`src/rtl/reg_dump_ctrl.sv`:
```
// Register-bank dump controller: reads each register of a halted core
// and streams it MSB byte first to a byte sink with a valid/ready handshake.
module reg_dump_ctrl #(
   parameter int NB_DATA = 32,
   parameter int NB_REG  = 5,
   parameter int N_REGS  = 32
) (
   input  logic               clock_i,
   input  logic               reset_i,
   input  logic               start_i,
   input  logic               halted_i,
   input  logic [NB_DATA-1:0] data_ra_i,
   input  logic               tx_ready_i,
   output logic               select_debug_o,
   output logic [NB_REG-1:0]  addr_reg_debug_o,
   output logic [7:0]         tx_data_o,
   output logic               tx_valid_o,
   output logic               busy_o,
   output logic               done_o
);

   localparam int NBYTES = NB_DATA / 8;
   localparam int CW     = (NBYTES > 1) ? $clog2(NBYTES) : 1;
   localparam logic [CW-1:0]     LAST_BYTE = CW'(NBYTES - 1);
   localparam logic [NB_REG-1:0] LAST_REG  = NB_REG'(N_REGS - 1);

   typedef enum logic [1:0] {
      S_IDLE,
      S_LATCH,
      S_SEND,
      S_DONE
   } state_e;

   state_e             state_q, state_d;
   logic [NB_REG-1:0]  index_q, index_d;
   logic [CW-1:0]      cnt_q, cnt_d;
   logic [NB_DATA-1:0] shift_q, shift_d;
   logic               sel_q, sel_d;
   logic               valid_q, valid_d;
   logic               busy_q, busy_d;
   logic               done_q, done_d;

   always_comb begin
      state_d = state_q;
      index_d = index_q;
      cnt_d   = cnt_q;
      shift_d = shift_q;
      unique case (state_q)
         S_IDLE: begin
            if (start_i && halted_i) begin
               state_d = S_LATCH;
               index_d = '0;
            end
         end
         S_LATCH: begin
            if (!halted_i) begin
               state_d = S_IDLE;
            end else begin
               shift_d = data_ra_i;
               cnt_d   = '0;
               state_d = S_SEND;
            end
         end
         S_SEND: begin
            // An accepted byte counts even if the dump aborts this cycle
            if (tx_ready_i) begin
               shift_d = shift_q << 8;
               cnt_d   = cnt_q + CW'(1);
            end
            if (!halted_i) begin
               state_d = S_IDLE;
            end else if (tx_ready_i && (cnt_q == LAST_BYTE)) begin
               if (index_q == LAST_REG) begin
                  state_d = S_DONE;
               end else begin
                  index_d = index_q + NB_REG'(1);
                  state_d = S_LATCH;
               end
            end
         end
         S_DONE: begin
            state_d = S_IDLE;
         end
         default: begin
            state_d = S_IDLE;
         end
      endcase
   end

   always_comb begin
      sel_d   = (state_d == S_LATCH) || (state_d == S_SEND);
      valid_d = (state_d == S_SEND);
      busy_d  = (state_d != S_IDLE);
      done_d  = (state_d == S_DONE);
   end

   always_ff @(posedge clock_i or negedge reset_i) begin
      if (!reset_i) begin
         state_q <= S_IDLE;
         index_q <= '0;
         cnt_q   <= '0;
         shift_q <= '0;
         sel_q   <= 1'b0;
         valid_q <= 1'b0;
         busy_q  <= 1'b0;
         done_q  <= 1'b0;
      end else begin
         state_q <= state_d;
         index_q <= index_d;
         cnt_q   <= cnt_d;
         shift_q <= shift_d;
         sel_q   <= sel_d;
         valid_q <= valid_d;
         busy_q  <= busy_d;
         done_q  <= done_d;
      end
   end

   assign select_debug_o   = sel_q;
   assign addr_reg_debug_o = index_q;
   assign tx_data_o        = shift_q[NB_DATA-1 -: 8];
   assign tx_valid_o       = valid_q;
   assign busy_o           = busy_q;
   assign done_o           = done_q;

endmodule

```
`config.mk`:
```
export PLATFORM = sky130hd
export DESIGN_NAME = reg_dump_ctrl
export DESIGN_NICKNAME = d
export VERILOG_FILES = /design/src/rtl/reg_dump_ctrl.sv
export SDC_FILE = /design/constraint.sdc
export NUM_CORES = 1
export LEC_CHECK = 0
export CORE_UTILIZATION = 50
export DETAILED_ROUTE_END_ITERATION = 10
export PLACE_DENSITY = 0.83
export SLEW_MARGIN = 20
export SYNTH_ARGS = -nofsm -noshare
export SYNTH_HDL_FRONTEND = slang
export SYNTH_SLANG_ARGS = --single-unit
```
`constraint.sdc`:
```
create_clock -name clock_i -period 4.9 [get_ports clock_i]
set_clock_uncertainty 0.1 [all_clocks]
set_input_delay 1.47 -clock clock_i [delete_from_list [all_inputs] [get_ports clock_i]]
set_output_delay 1.47 -clock clock_i [all_outputs]
set_load 0.02 [all_outputs]
```
Word level (Yosys, flattened, before mapping). Index checks and enable logic that the tools add are counted.

Bitwise operators: 0. Equality and inequality tests: 14. Order comparisons: 0. Add/subtract/negate cells: 2. Reductions and logical operators: 9. $mul: 0. Divide/modulo/power cells: 0. Shift-type cells: 0. Multiplexer cells: 17.

Operators by type and width (count): 32-bit 2-to-1 mux (2); 32-bit one-hot mux with 2 select lines (1); 5-bit 2-to-1 mux (4); 2-bit 2-to-1 mux (7); 2-bit != test (second input constant) (6); 2-bit equality test (second input constant) (5); 5-bit one-hot mux with 2 select lines (1); 2-bit one-hot mux with 4 select lines (1); 2-bit nonzero test (3); 5-bit by 1-bit adder with 5-bit output (second input constant) (1); 5-bit equality test (second input constant) (1); 5-bit AND reduction (1); 2-bit by 1-bit equality test with 1-bit output (second input constant) (2); 2-bit one-hot mux with 2 select lines (1); 3-bit AND reduction (1); 2-bit by 1-bit adder with 2-bit output (second input constant) (1); 1-bit logical AND (2); 2-bit logical NOT (1); 1-bit logical OR (1).

Bits of input ports: 37. Register bits after elaboration: 45. Memories: 0. ROM bits: 0. Bits in latches: 0. Output and inout bits: 17. Logic and storage cells: 50. RAM bits: 0.

Longest topological paths before layout. Gate-level depths: netlist of the first run.

Depth after elaboration: 7. Depth in mapped cells: 8.

Least setup slack after synthesis of the first run. Ideal clock, no wire load.

Kind: input to register. Start point: in tx_ready_i. End point: reg sel_q, in the netlist select_debug_o. Data arrival time: 2579 ps. Stages: 4. Setup time: 126 ps. Buffers on the path: 1. Slack: 2096 ps. Cell sequence: clkbuf_1 > a31oi_1 > or3b_2 > ha_1.

Word-level cells in the longest chain between the ends: 6.

Ends and longest elaborated chain: start: declaration (RTL line 13) `input logic tx_ready_i,`; 1-bit logical AND (*) (RTL line 72) `end else if (tx_ready_i && (cnt_q == LAST_BYTE)) begin`; 2-bit 2-to-1 mux (*) (RTL line 72); 2-bit 2-to-1 mux (*) (RTL line 70) `if (!halted_i) begin`; 2-bit one-hot mux with 4 select lines (*) (RTL line 48) `unique case (state_q)`; 2-bit by 1-bit equality test with 1-bit output or 2-bit equality test (tied branches) (RTL line 91) `sel_d = (state_d == S_LATCH) || (state_d == S_SEND);`; 1-bit logical OR (*) (RTL line 91); named net sel_d (RTL line 38) `logic sel_q, sel_d;`; end signal: assignment (RTL line 112) `sel_q <= sel_d;`; end: declaration (RTL line 38).

The timed path passes the listed nets; every way through them passes the cells marked *. A chain may end at the register's enable or synchronous reset.

Worst setup path after layout of the first run.
Start point: in halted_i. End point: reg shift_q[29].

Word-level cells in the longest chain between the ends: 2.

Ends and longest elaborated chain: start: declaration (RTL line 11) `input logic halted_i,`; 2-bit != test (no line); 3-bit AND reduction (no line); end signal: assignment (RTL line 111) `shift_q <= shift_d;`; end: declaration (RTL line 37) `logic [NB_DATA-1:0] shift_q, shift_d;`.

Every way passes these cells.

==> results of run 1 <==
==> cell families (layout without fill, tap and decap cells) <==
| family | Yosys count | in the layout | synth area share, % |
|---|---|---|---|
| AOI/OAI and AO/OA | 23 | 23 | 8.13 |
| adders and majority gates | 6 | 6 | 3.23 |
| buffers and inverters | 23 | 70 | 7.32 |
| DFF | 45 | 45 | 48.5 |
| muxes | 49 | 49 | 26.8 |
| and+or+nand+nor | 20 | 20 | 6.09 |
==> where the power goes <==
group	internal, mW	total [mW]	switching, mW
Sequential	0.472	0.528	0.0564
Clock	0.101	0.230	0.129
Combinational	0.214	0.329	0.115
Total	0.786	1.09	0.300
==> final cells by class <==
cell class,instances,share of cell area [%]
tap,52,2.26
multi-input combinational,98,35.7
clock buffer,5,2.39
inverter,7,0.913
clock inverter,3,0.739
sequential,45,39.1
timing repair buffer,55,18.9
==> stage by stage <==
| stage | instances | hold WS [ps] | power, mW | utilization (%) | setup WS (ps) |
|---|---|---|---|---|---|
| 3_3_place_gp | 257 | 377 | 0.856 | 63.1 | 1340 |
| 5_1_grt | 265 | 396 | 1.15 | 65.2 | 1480 |
| 2_1_floorplan | 166 | 357 | 0.779 | - | 2100 |
| 6_report | 265 | 387 | 1.09 | 65.2 | 1570 |
| 3_5_place_dp | 257 | 376 | 0.868 | 63.1 | 1260 |
| 4_1_cts | 265 | 389 | 1.10 | 65.1 | 1580 |
==> registers in the layout, indices dropped and copies added, names as in the netlist <==
| name | count |
|---|---|
| shift_q | 32 |
| done_o | 1 |
| tx_valid_o | 1 |
| busy_o | 1 |
| state_q | 2 |
| select_debug_o | 1 |
| cnt_q | 2 |
| addr_reg_debug_o | 5 |
==> cells in the final DEF, fill, tap and decap left out, types with 2 or more instances in the layout <==
master | netlist | routed
clkdlybuf4s50_1 | 0 | 52
dfrtp_1 | 45 | 45
mux2_2 | 29 | 29
mux2_4 | 19 | 19
inv_1 | 7 | 7
a22o_2 | 7 | 7
ha_1 | 6 | 6
clkbuf_8 | 0 | 5
nand3_1 | 3 | 3
o211ai_1 | 3 | 3
buf_4 | 9 | 3
and2b_2 | 2 | 2
or2b_1 | 2 | 2
a31oi_1 | 2 | 2
o21ai_0 | 2 | 2
o2bb2ai_1 | 2 | 2
or4_1 | 2 | 2
==> critical path, cell delays in order <==
cell             delay, ps
clkdlybuf4s50_1        600
and3b_1                440
a21o_1                 130
buf_4                  370
mux2_2                 380
==> routing by layer <==
metal	GRT usage, %	share of wire [%]	vias up
li1	-	-	687
met4	5.78	1.1	0
met2	27.5	47	36
met5	0	0	-
met3	4.62	3.9	6
met1	26.6	48	696
==> path summary, 6_finish.rpt <==
check | from | end | slack [ps] | depth (start not counted)
setup reg to reg | state_q[1] | shift_q[29] | 2300 | 5
max in group asynchronous | reset_i | shift_q[14] | 3250 | 1
setup / recovery | halted_i | shift_q[29] | 1570 | 5
hold / removal | cnt_q[0] | cnt_q[0] | 390 | 1
min in group asynchronous | reset_i | select_debug_o | 1060 | 1
hold reg to reg | cnt_q[0] | cnt_q[0] | 390 | 1
==> parameters.txt, run 1 <==
Parameter                              Value

Clock network
  CTS tree ... yes
  Maximum root-to-sink buffer count ... 2
  Max H-tree Level ... 2
  Hold Buf Count CTS ... 0
  Num Clock Sinks ... 45
  Clock transition at the registers of the reported paths ... 80 ps
  Number of buffers created by CTS ... 5
  Number of setup buffers added after CTS ... 0
  Clock Root Buffer ... clkbuf_8
  CTS resizes ... 0
  Clk Latency, worst-skew pair ... slightly below 300 ps

Yosys
  Number of distinct standard cells referenced by the synthesized netlist ... 38
  YS warnings ... 0
  Largest cells by area after synthesis ... dfrtp_1 (48%), mux2_2 (14%), mux2_4 (12%)
  Cell type contributing the most total cell area after synthesis ... dfrtp_1
  Main flop type after synthesis ... dfrtp_1
  Commonest cells in the netlist ... dfrtp_1 (45), mux2_2 (29), mux2_4 (19)
  Yosys reg bits ... between 40 and 50
  Register area share after synthesis ... 48.5%
  Combined area of all synthesized cells ... 2320 sq um
  Share of Yosys cell area claimed by the top area cell type ... 48.5%
  Post-synth EDFFs ... 0
  Most frequent cell after synthesis ... dfrtp_1
  Synthesized instance count ... 166
  Synth async-reset ratio ... 100%
  Mean area per synthesized cell ... about 14 sq um
  Synthesized netlist net count ... 209

Final layout
  Count of filler cells inserted in the layout ... 327
  Area of the multi-input gates ... between 1000 and 1500 sq um
  Reg area ... ~1100 sq um
  Final std cell area, no fill ... 2880 sq um
  Net count, final ... 255
  Fraction of layout cells with a size suffix above 1 ... 33.3%
  Final antenna diode count ... 0
  Layout Area Growth over Synthesis ... 23.9%

STA
  Max Transition Viols Final ... 0
  Post-route clock period utilization ... 67.9%
  Final setup TNS ... 0 ps
  Worst-case headroom to the max-slew limit ... about half
  Unrepaired setup endpoints after global routing ... no
  Final number of setup-violating endpoints ... 0
  Final count of hold timing violations ... 0
  Final worst path period need ... 3330 ps
  Transition time at the pin with the least slew margin ... about 720 ps
  Maximum clock frequency ... between 300 and 400 MHz

Placed design
  Final estimated routing congestion in global placement ... 0.823
  Port Buffer Count ... 53
  Area after detailed placement ... roughly 2800 sq um
  HPWL after detailed placement ... 2980 um

Global route
  Global-route usage over all layers ... approximately 18%
  Number of global-route vias before repair ... 1438
  Pin count of the biggest net entering global routing ... 46
  Total global routing overflow ... 0
  First-pass GRT wire length ... 7020 um
  Antenna violations before repair ... 0

Floorplanning
  DIE WIDTH ... ~70 um
  Die H ... 70.2 um
  Starting density of the core ... 52.6%
  Row count ... 24
  I/O Pins ... 54
  Area of the core ... around 4400 sq um
  Die Footprint ... 4920 sq um

Worst setup path
  Maximum fanout count along the critical path ... 25
  Worst path arrival time ... 3410 ps
  Worst Path Class, Setup ... in -> reg
  Startpoint class of the critical path ... primary input
  Crit path capture type ... flip-flop
  Worst Path Required ... 4980 ps

Routing
  1st-pass router iterations ... 4
  Antenna-violating nets left ... 0
  Drc violations ... 0
  Ratio of routed vias to standard cells ... 5.38
  Routed WL per cell ... 15.5 um
  Post-detailed-routing wire length ... 4100 um
  Via Count ... 1425
  Initial drt markers ... 82

Run
  Maximum capacitance violations ... 0

Power
  Static Leak ... 1.25 nW
  P per Cell Area ... 378 nW/um^2
  Worst ir drop on vdd ... around 0.19 mV

Hold path
  Path category of the worst min-delay check ... reg -> reg

Status
  Status ... finished clean
No activity file was read; power rests on OpenSTA's default activity.
==> run 2: changes to the inputs <==
--- a/config.mk
+++ b/config.mk
@@ -5,9 +5,9 @@
 export SDC_FILE = /design/constraint.sdc
 export NUM_CORES = 1
 export LEC_CHECK = 0
-export CORE_UTILIZATION = 50
+export CORE_UTILIZATION = 45
 export DETAILED_ROUTE_END_ITERATION = 10
-export PLACE_DENSITY = 0.83
+export PLACE_DENSITY = 0.79
 export SLEW_MARGIN = 20
 export SYNTH_ARGS = -nofsm -noshare
 export SYNTH_HDL_FRONTEND = slang
==> constraint.sdc (replaced) <==
create_clock -name clock_i -period 2.74 [get_ports clock_i]
set_clock_uncertainty 0.1 [all_clocks]
set_input_delay 0.822 -clock clock_i [delete_from_list [all_inputs] [get_ports clock_i]]
set_output_delay 0.822 -clock clock_i [all_outputs]
set_load 0.02 [all_outputs]
==> run 2 against run 1 <==
Setup slack got worse by 1100 ps. Combinational power rose by 80%. Non-clock buffer count rose by 4. Sequential cell count did not move. Core utilization fell by 4.2 points. Clock-buffer cell count rose by 1. Critical path depth fell by 4. Critical path type is now reg -> out. Largest cell class unchanged. Highest routed layer unchanged.
==> parameters.txt, run 2 (synthesis results as in run 1) <==
Parameter                              Value

Worst setup path
  Worst Path Class, Setup ... reg -> out
  Worst R2R Setup Slack ... 560 ps
  Critical path buffers and inverters ... 1
  Worst-path cell with the longest stage delay ... clkdlybuf4s50_1
  Reg-to-Reg Start ... addr_reg_debug_o[0]
  Startpoint class of the critical path ... flip-flop
  Crit path capture type ... output port
  Worst Path Required ... 1820 ps
  Cell breakdown of the critical path ... clkdlybuf4s50_1
  Top delay family on crit path ... buffers and inverters
  Maximum fanout count along the critical path ... 6
  Worst path arrival time ... 1370 ps
  Worst R2R Path Depth ... 6
  End of the worst register-to-register path ... addr_reg_debug_o[3]
  Largest stage delay, worst path ... 640 ps

Status
  Status ... finished clean

Power
  Worst ir drop on vdd ... 0.299 mV
  Static Leak ... 1.28 nW
  Share of total power in sequential cells ... approximately 47%
  Tot Pwr ... 2.03 mW
  Switching part of the total power ... 25.9%
  P per Cell Area ... slightly below 700 nW/um^2
  Internal ... 1.50 mW
  Switching power summed over all nets ... 0.525 mW
  Clock group share of total power ... 24.3%
  Combinational group share of total power ... 29.1%

Placed design
  HPWL after detailed placement ... approximately 3000 um
  Port Buffer Count ... between 50 and 60
  Final estimated routing congestion in global placement ... 0.794

Floorplanning
  I/O Pins ... 54
  Die Footprint ... 5450 sq um
  Row count ... 25
  Area of the core ... 4850 sq um
  Starting density of the core ... between 40% and 50%
  DIE WIDTH ... about 74 um
  Die H ... 73.9 um

Global route
  Number of global-route vias before repair ... 1413
  Antenna violations before repair ... 0
  Total global routing overflow ... 0
  First-pass GRT wire length ... 6840 um
  Global-route usage over all layers ... 17.2%
  Pin count of the biggest net entering global routing ... 29

Clock network
  Clk Latency, worst-skew pair ... 300 ps
  Number of buffers created by CTS ... 5
  Hold Buf Count CTS ... 0
  Maximum root-to-sink buffer count ... 2
  Number of setup buffers added after CTS ... 0
  Num Clock Sinks ... 45
  CTS resizes ... 0
  CTS tree ... yes
  Max H-tree Level ... 2
  Clock transition at the registers of the reported paths ... about 80 ps
  Clock Root Buffer ... clkbuf_8

Routing
  Drc violations ... 0
  Routed WL per cell ... ~15 um
  Ratio of routed vias to standard cells ... 5.07
  Antenna-violating nets left ... 0
  Via Count ... 1439
  1st-pass router iterations ... 4
  Post-detailed-routing wire length ... ~4200 um
  Initial drt markers ... 112

Final layout
  Net count, final ... 259
  Fraction of layout cells with a size suffix above 1 ... 34.1%
  Layout Area Growth over Synthesis ... 27.3%
  Most common library cell in the layout ignoring fill and taps ... clkdlybuf4s50_1
  Final antenna diode count ... 0
  Most flop-heavy register ... shift_q
  Commonest cells after routing, fill and taps aside ... clkdlybuf4s50_1 (52), dfrtp_1 (45), mux2_2 (29)
  Number of flip-flops under the largest register name ... 32

STA
  Max Transition Viols Final ... 0
  Worst-case headroom to the max-slew limit ... 66.8%
  Final count of hold timing violations ... 0
  Final setup TNS ... 0 ps
  Final worst path period need ... 2290 ps
  Post-route clock period utilization ... 83.6%
  Maximum clock frequency ... 436 MHz
  Final number of setup-violating endpoints ... 0
  Transition time at the pin with the least slew margin ... 498 ps
  Unrepaired setup endpoints after global routing ... no

Run
  Maximum capacitance violations ... 0

Hold path
  Path category of the worst min-delay check ... in -> async
==> run 2: changes by cell type in the layout (fill, tap and decap cells not counted), sizes merged <==
cell      previous run  this run
clkinvlp             1         0
bufinv               0         1
buf                  3         7
clkbuf               5         6
inv                  8         7
==> run 2: metal layers <==
layer / part of all wire, % / wire (um) / global-route usage [%] / vias to the layer above
met5: 0 / 0 / 0 / -
met4: 1.5 / 61 / 6.41 / 0
met3: 5.7 / 238 / 6.17 / 5
met2: 45 / 1880 / 24.5 / 40
met1: 48 / 2000 / 24.1 / 694
li1: - / - / - / 700
==> run 2: layout make-up <==
| cell class | instances | area (sq um) |
|---|---|---|
| Timing Repair Buffer | 59 | 583 |
| Clock buffer | 6 | 72.6 |
| Sequential cell | 45 | 1130 |
| Inverter | 7 | 26.3 |
| Tap cell | 67 | 83.8 |
| Fill cell | 410 | 1890 |
| Multi-Input combinational cell | 98 | 1030 |
| Clock inverter | 2 | 38.8 |
==> run 2: how the worst max path moves through the flow <==
stage / start / to / slack, ps / cells past startpoint
6_report: addr_reg_debug_o[2] / addr_reg_debug_o[2] / 450 / 1
5_1_grt: addr_reg_debug_o[2] / addr_reg_debug_o[2] / 400 / 1
4_1_cts: addr_reg_debug_o[2] / addr_reg_debug_o[2] / 450 / 1
3_5_place_dp: halted_i / shift_q[28] / 190 / 5
3_3_place_gp: halted_i / shift_q[30] / 200 / 5
2_1_floorplan: tx_ready_i / select_debug_o / 580 / 4
==> run 2: metrics by stage <==
stage | utilization [%] | instance area (sq um) | hold WS (ps) | setup slack, ps | std cells
global route | 61.0 | 2960 | 399 | 404 | 284
CTS | 61.0 | 2960 | 391 | 448 | 284
finish | 61.0 | 2960 | 380 | 448 | 284
global placement | 58.7 | 2850 | 374 | 201 | 276
floorplan | - | 2320 | 357 | 584 | 166
detailed placement | 58.7 | 2850 | 375 | 189 | 276
==> run 2: power by group through the flow <==
stage          registers, mW  clock network, mW  logic [mW]
2_1_floorplan          0.929                  0       0.465
3_3_place_gp           0.952                  0       0.583
3_5_place_dp           0.950                  0       0.600
4_1_cts                0.947              0.513       0.599
5_1_grt                0.969              0.539       0.635
6_report               0.945              0.494       0.591
==> RTL change, RTL diff (config.mk and constraints of run 2) <==
The parameter `N_REGS` goes from 32 to 16.
--- a/src/rtl/reg_dump_ctrl.sv
+++ b/src/rtl/reg_dump_ctrl.sv
@@ -3,7 +3,7 @@
 module reg_dump_ctrl #(
    parameter int NB_DATA = 32,
    parameter int NB_REG  = 5,
-   parameter int N_REGS  = 32
+   parameter int N_REGS  = 16
 ) (
    input  logic               clock_i,
    input  logic               reset_i,
Behaviour: same outputs for any inputs over 10 cycles, from zero or initial values and one cycle with reset_i low; that may be too few to reach the edited logic, so the function may still have changed.
==> RTL change against run 2 <==
  * Via count grew 1.7%
  * Sequential cell count is the same
  * Design area down 0.59%
  * Final cell count shrank 0.35%
  * Power decreased by 3.8%
  * Routed wire length grew 1.5%
  * Worst setup slack got worse by 0.0081 ns
  * Sequential share of layout area rose by 0.23 points
  * Clock power fell by 13%
  * Worst hold slack gained 0.0066 ns
  * Synthesized area down 0.43%
  * Synthesized cell count is the same
  * Critical path type unchanged
  * Critical endpoint is now addr_reg_debug_o[0]
  * Largest cell class unchanged
==> RTL change: results (changes against run 2) <==
outcome completed (unchanged); Clock Tree Root clkbuf_8 (unchanged); worst-margin pin slew 0.522 ns (was 0.498 ns); largest net degree at the start of global routing 28 (was 29); CTS Buffer Depth 2 (unchanged); max-cap violations 0 (unchanged); Crit path max-delay family buffers and inverters (unchanged); Largest register FFs 32 (unchanged); Ys Warns 0 (unchanged); leading cell types by count after synthesis 45 x dfrtp_1, 29 x mux2_2, 19 x mux2_4 (unchanged); sequential area share after synthesis 0.487 (was 0.485); dpl cells 275 (was 276); Unique masters post-synth 33 (was 38); DP Wirelength 2910 µm (was 2960 µm); share of layout cells above drive strength 1 0.347 (was 0.341); Setup Fix Bufs, Post-CTS 0 (unchanged); CP arrival 1.38 ns; worst-path fanout max 5 (was 6); Inserted Clock Buffers 5 (unchanged); final net count 258 (was 259); post-synthesis adder-cell area fraction 0.0324 (was 0.0323); vias in the first global route 1538 (was 1413); Synth Instances 166 (unchanged); fillers 387 (was 410); Slowest-stage cell, CP clkdlybuf4s50_1 (unchanged); Reg2Reg Depth 6 (unchanged); post-synthesis compound-gate area fraction 0.0779 (was 0.0813); Mapped Nets 209 (unchanged); Clock transition at path regs 0.09 ns; Via-to-Cell Ratio 5.17 (was 5.07); global-route wire length before repair 6920 µm (was 6840 µm); mux contribution to synthesized area 0.273 (was 0.268); Biggest register shift_q (unchanged); Routed WL per cell 15.0 µm (was 14.7 µm); Post-synth EDFFs 0 (unchanged); Synth Area in XOR/XNOR 0 (unchanged); H-tree depth 2 (unchanged); VDD IR max 0.000366 V (was 0.000299 V); 1st-iter DRT viols 39 (was 112); post-CTS sizing 0 (unchanged); Synth area leaders dfrtp_1 49%, mux2_2 14%, mux2_4 12% (was dfrtp_1 48%, mux2_2 14%, mux2_4 12%); drt total wl 4240 µm (was 4180 µm); Clk Latency, worst-skew pair 0.30 ns (about the same); Global Route Usage Sum 0.171 (was 0.172); Pleak 0.00128 µW (about the same); Placer Congestion 0.792 (was 0.794)
==> RTL change: cell count changes after synthesis, moves of 2 or more <==
| cell | delta |
|---|---|
| and3_1 | +2 |
| inv_1 | -2 |
| nand2_1 | +2 |
| nand4_1 | +2 |
| o2bb2ai_1 | -2 |
| or4_1 | -2 |
==> RTL change: final cells by class <==
cell class	instances	area share
timing repair buffer	58	0.200
clock inverter	3	0.00851
tap	67	0.0285
sequential	45	0.383
clock buffer	5	0.0234
inverter	5	0.00638
multi-input combinational	100	0.350
==> RTL change: path summary, 6_finish.rpt <==
| check | start | end | slack [ns] |
|---|---|---|---|
| hold / removal | reset_i | select_debug_o$_DFF_PN0_ | 0.39 |
| hold reg to reg | cnt_q[0]$_DFFE_PN0P_ | cnt_q[0]$_DFFE_PN0P_ | 0.39 |
| setup reg to reg | addr_reg_debug_o[0]$_DFFE_PN0P_ | addr_reg_debug_o[4]$_DFFE_PN0P_ | 0.59 |
| setup / recovery | addr_reg_debug_o[0]$_DFFE_PN0P_ | addr_reg_debug_o[0] | 0.44 |
| max in group asynchronous | reset_i | shift_q[27]$_DFFE_PN0P_ | 1.65 |
| min in group clock_i | cnt_q[0]$_DFFE_PN0P_ | cnt_q[0]$_DFFE_PN0P_ | 0.39 |
==> RTL change: cells by family (layout without fill, tap and decap cells) <==
family / after synthesis / in the layout
compound gates: 22 / 22
fa+ha+maj: 6 / 6
buf+inv: 21 / 71
flops: 45 / 45
mux: 50 / 50
simple gates: 22 / 22
==> RTL change: power by group <==
part           switching, µW  internal, µW  leakage (µW)
Combinational            202           385      0.000666
Clock                    245           184     0.0000447
Sequential              96.9           841      0.000564
==> RTL change: layer usage <==
layer	vias up	track usage	wire length [µm]
li1	696	-	-
met1	713	0.217	1950
met2	42	0.266	2000
met3	13	0.0453	175
met4	0	0.0940	118
met5	-	0	0
==> RTL change: metrics by stage <==
stage          setup slack [ns]  instance area [µm²]  power (µW)   util  hold slack (ns)
3_3_place_gp              0.185                 2850        1530  0.587            0.374
2_1_floorplan             0.568                 2310        1380      -            0.357
3_5_place_dp              0.159                 2850        1540  0.587            0.384
4_1_cts                   0.423                 2940        1980  0.606            0.394
5_1_grt                   0.381                 2940        2070  0.606            0.410
6_report                  0.440                 2940        1950  0.606            0.386
